File: config.mk
export PLATFORM = sky130hd
export DESIGN_NAME = unidade_controle
export DESIGN_NICKNAME = d
export VERILOG_FILES = /design/src/rtl/unidade_controle.sv
export SDC_FILE = /design/constraint.sdc
export NUM_CORES = 1
export LEC_CHECK = 0
export CORE_MARGIN = 3
export CORE_UTILIZATION = 30
export CTS_CLUSTER_DIAMETER = 80
export DETAILED_ROUTE_END_ITERATION = 8
export PLACE_DENSITY = 0.53
export SLEW_MARGIN = 20
export SYNTH_ARGS = -nofsm -noshare
export SYNTH_HDL_FRONTEND = slang
export SYNTH_SLANG_ARGS = --single-unit
File: constraint.sdc
create_clock -name clock -period 3.8 [get_ports clock]
set_input_delay 0.76 -clock clock [delete_from_list [all_inputs] [get_ports clock]]
set_output_delay 0.76 -clock clock [all_outputs]
set_load 0.05 [all_outputs]
File: src/rtl/unidade_controle.sv
// unidade_controle: Moore sequencer for the LED-matrix game.
// It clears the level counter, reloads the matrix, advances through the
// levels with a timed pause between them, and flags the end of the game.
module unidade_controle #(
  parameter int unsigned PAUSA_CICLOS = 50000000,
  parameter int unsigned W_PAUSA      = $clog2(PAUSA_CICLOS + 1)
) (
  input  logic       clock,
  input  logic       reset,
  input  logic       iniciar,
  input  logic       desistir,
  input  logic       nivel_concluido,
  input  logic       nivelIgualUltimoNivel,
  output logic       zeraN,
  output logic       zeraM,
  output logic       contaN,
  output logic       jogando,
  output logic       pausa,
  output logic       pronto,
  output logic       ganhou,
  output logic [3:0] db_estado
);

  typedef enum logic [3:0] {
    INICIAL       = 4'b0000,
    PREPARACAO    = 4'b0001,
    JOGANDO       = 4'b0011,
    PAUSA         = 4'b0100,
    PROXIMO_NIVEL = 4'b0101,
    RECARREGA     = 4'b0110,
    FIM_JOGO      = 4'b0111
  } estado_t;

  // Last timer value of the pause; the exit fires here, so the timer never wraps.
  localparam logic [W_PAUSA-1:0] ULTIMO_CICLO = W_PAUSA'(PAUSA_CICLOS - 1);

  // Raw 4-bit state so that unused codes are visible on db_estado and recoverable.
  logic [3:0]         estado;
  logic [3:0]         estado_nxt;
  logic [W_PAUSA-1:0] timer;
  logic [W_PAUSA-1:0] timer_nxt;
  logic               fim_pausa_c;

  assign fim_pausa_c = (timer == ULTIMO_CICLO);
  assign db_estado   = estado;

  // Next-state and pause-timer logic; the timer only counts while staying in PAUSA.
  always_comb begin
    estado_nxt = INICIAL;
    timer_nxt  = '0;
    case (estado)
      INICIAL: begin
        if (iniciar) estado_nxt = PREPARACAO;
        else         estado_nxt = INICIAL;
      end
      PREPARACAO: estado_nxt = JOGANDO;
      JOGANDO: begin
        if (desistir)                                     estado_nxt = INICIAL;
        else if (nivel_concluido && nivelIgualUltimoNivel) estado_nxt = FIM_JOGO;
        else if (nivel_concluido)                         estado_nxt = PAUSA;
        else                                              estado_nxt = JOGANDO;
      end
      PAUSA: begin
        if (desistir) begin
          estado_nxt = INICIAL;
        end else if (fim_pausa_c) begin
          estado_nxt = PROXIMO_NIVEL;
        end else begin
          estado_nxt = PAUSA;
          timer_nxt  = timer + W_PAUSA'(1);
        end
      end
      PROXIMO_NIVEL: estado_nxt = RECARREGA;
      RECARREGA:     estado_nxt = JOGANDO;
      FIM_JOGO: begin
        if (desistir)     estado_nxt = INICIAL;
        else if (iniciar) estado_nxt = PREPARACAO;
        else              estado_nxt = FIM_JOGO;
      end
      default: estado_nxt = INICIAL;
    endcase
  end

  // State, timer and Moore outputs; outputs are registered from the next state
  // so they always match the state register with no input-to-output path.
  always_ff @(posedge clock or negedge reset) begin
    if (!reset) begin
      estado  <= INICIAL;
      timer   <= '0;
      zeraN   <= 1'b0;
      zeraM   <= 1'b0;
      contaN  <= 1'b0;
      jogando <= 1'b0;
      pausa   <= 1'b0;
      pronto  <= 1'b0;
      ganhou  <= 1'b0;
    end else begin
      estado  <= estado_nxt;
      timer   <= timer_nxt;
      zeraN   <= (estado_nxt == PREPARACAO);
      zeraM   <= (estado_nxt == PREPARACAO) || (estado_nxt == RECARREGA);
      contaN  <= (estado_nxt == PROXIMO_NIVEL);
      jogando <= (estado_nxt == JOGANDO);
      pausa   <= (estado_nxt == PAUSA);
      pronto  <= (estado_nxt == FIM_JOGO);
      ganhou  <= (estado_nxt == FIM_JOGO);
    end
  end

endmodule

==> out/results.tsv <==
metric	value	unit
globalRouteOverflowTotal	0	
path_cells	clkdlybuf4s50_1	
outcome	completed	
hold_class	reg2reg	
power_leakage	0.836	nW
final-hold-violation-count	0	
io_buffers	15	
grt_pass1_wl	5.75	mm
gp_congestion	0.775	
drive_gt1_frac	0.0564	
critPathTopFamily	buffers and inverters	
cts_tree	done	
yosysWarnings	0	
dp.final_hpwl	2.29	mm
netlist.top_cell.by_area	dfrtp_1	
die_w	82.8	um
area.growth.synth_to_final	15.4	%
dieArea	6850	sq um
ctsResizeCount	0	
post-cts-setup-buffers	0	
grt_max_degree	36	
max_stage_delay	0.87	ns
cp_slowest_cell	clkdlybuf4s50_1	
synth_area_leaders	dfrtp_1 (50%), xor2_1 (7.9%), nor2_1 (5.9%), nand3_1 (4.0%), nand4_1 (2.8%)	
start_util	0.315	
cap_violations	0	
grt_usage	0.109	
cts_hold_buf	0	
end_kind	primary output	
report.final.slew_viol_count	0	
fin_crit	2.44	ns
ys_ff_latch	35	
clockBufferDepth	2	
fp.coreArea	5610	sq um
root_buffer	clkbuf_8	
peakVddDrop	0.312	mV
diodes	0	
worstMarginPinSlew	0.849	ns
cts.sinks	35	
drc	0	
yosysTopAreaCellShare	0.495	
nets	201	
cp_num_buf_inv	1	
numCtsBuffers	5	
synth.net_count	191	
setup_viol	0	
avgSynthCellArea	9.61	sq um
rsz0062_at_grt	false	
die_h	82.8	um
firstDrtPassIters	4	
cp-start-kind	flip-flop	
max_freq	410	MHz
vias	1280	
yosysSeqAreaShare	0.495	
stdcell_count	267	
worst-setup-path-type	reg2out	
p_per_area	508	nW/um^2
routedWlPerCell	12.6	um
clkLatencyLatePin	0.28	ns
post-route-period-util	0.642	
drt-initial-drc-count	55	
antenna_found_initial	0	
grt_pass1_vias	1222	
place_inst	259	
synth_area	1770	sq um
worst-r2r-setup-slack	1.58	ns
ant_nets	0	
cp.arrival	1.68	ns
synth_cell_types	36	
path_clk_slew	0.07	ns
ctsHtreeMaxLevel	2	
boundaryPins	17	
finalClockSkew	0.00906	ns
crit_required	3.04	ns
postSynthCellCount	184	
drt-total-wl	3.35	mm
cp_max_fo	11	
nFillCells	579	
relSlewSlack	0.433	
finalSetupTns	0	ns
fp-row-count	27	
vias_per_cell	4.79	
==> power breakdown <==
group	switching (mW)	internal, mW
Clock	0.127	0.165
Combinational	0.197	0.102
Sequential	0.0410	0.405
Total	0.365	0.672
==> placed cells by master, fill, tap and decap left out, types with 5 or more instances in the layout <==
cell type / n
and3_1: 5
clkbuf_8: 7
clkdlybuf4s50_1: 14
dfrtp_1: 35
inv_1: 5
nand2_1: 13
nand3_1: 14
nand4_1: 8
nor2_1: 28
nor3_1: 6
xor2_1: 16
==> flip-flops by register name (all words and copies together) (netlist names) <==
| signal | count |
|---|---|
| pausa | 1 |
| zeraN | 1 |
| contaN | 1 |
| db_estado | 3 |
| timer | 26 |
| zeraM | 1 |
| ganhou | 1 |
| jogando | 1 |
==> synthesized netlist by cell type <==
cell type	instances
a211oi_1	1
nor3b_1	1
nand4_1	8
xor2_1	16
or4b_1	1
nor2b_1	3
xnor2_1	4
o21ai_0	2
and4bb_1	1
ha_1	1
a21oi_1	4
nor3_1	6
o22ai_1	1
dfrtp_1	35
nor2_1	28
o31a_1	1
buf_4	4
inv_1	5
o21a_1	1
and3_1	5
nand2_1	13
clkbuf_2	1
nand3_1	14
or4_4	1
o21bai_1	1
nand4b_1	3
a31oi_1	4
o41ai_1	1
clkbuf_1	3
conb_1	1
and4_1	4
o2bb2ai_1	1
and3b_1	1
or3_1	3
buf_2	4
nor4_4	1
==> through the flow <==
stage	total power, mW	worst slack (ns)	hold WS, ns	util	instance area, sq um
6_report	1.04	1.36	0.504	0.364	2040
2_1_floorplan	0.665	1.77	0.464	-	1770
3_5_place_dp	0.754	1.09	0.500	0.346	1940
3_3_place_gp	0.755	1.16	0.502	0.346	1940
5_1_grt	1.09	1.29	0.540	0.364	2040
4_1_cts	1.05	1.34	0.509	0.364	2040
==> path summary, 6_finish.rpt <==
check | start | to | cells after the start
worst min-delay path | timer[0] | timer[0] | 1
min in group asynchronous | reset | timer[15] | 1
worst min register to register | timer[0] | timer[0] | 1
max in group asynchronous | reset | timer[7] | 1
worst max-delay path | db_estado[0] | db_estado[0] | 1
worst max register to register | timer[7] | timer[7] | 5
==> cells by family after synthesis <==
logic type | synth area share
flops | 0.495
compound gates | 0.0623
buf+inv | 0.0481
xor+xnor | 0.0991
other cells | 0.00212
fa+ha+maj | 0.00708
simple gates | 0.286
==> layer usage <==
layer	vias up	global-route usage	share of wire
met5	-	0	0
met4	0	0.0490	0.015
met3	5	0.0271	0.022
met2	12	0.178	0.49
met1	612	0.136	0.48
li1	651	-	-
==> area by class of cell <==
| cell class | count | area (sq um) | area share |
|---|---|---|---|
| Sequential cell | 35 | 876 | 0.429 |
| Timing Repair Buffer | 15 | 145 | 0.0711 |
| Inverter | 5 | 18.8 | 0.00920 |
| Clock buffer | 8 | 100 | 0.0490 |
| Multi-Input combinational cell | 132 | 811 | 0.397 |
| Tap cell | 72 | 90.1 | 0.0441 |
Power figures use the tool's default switching activity.
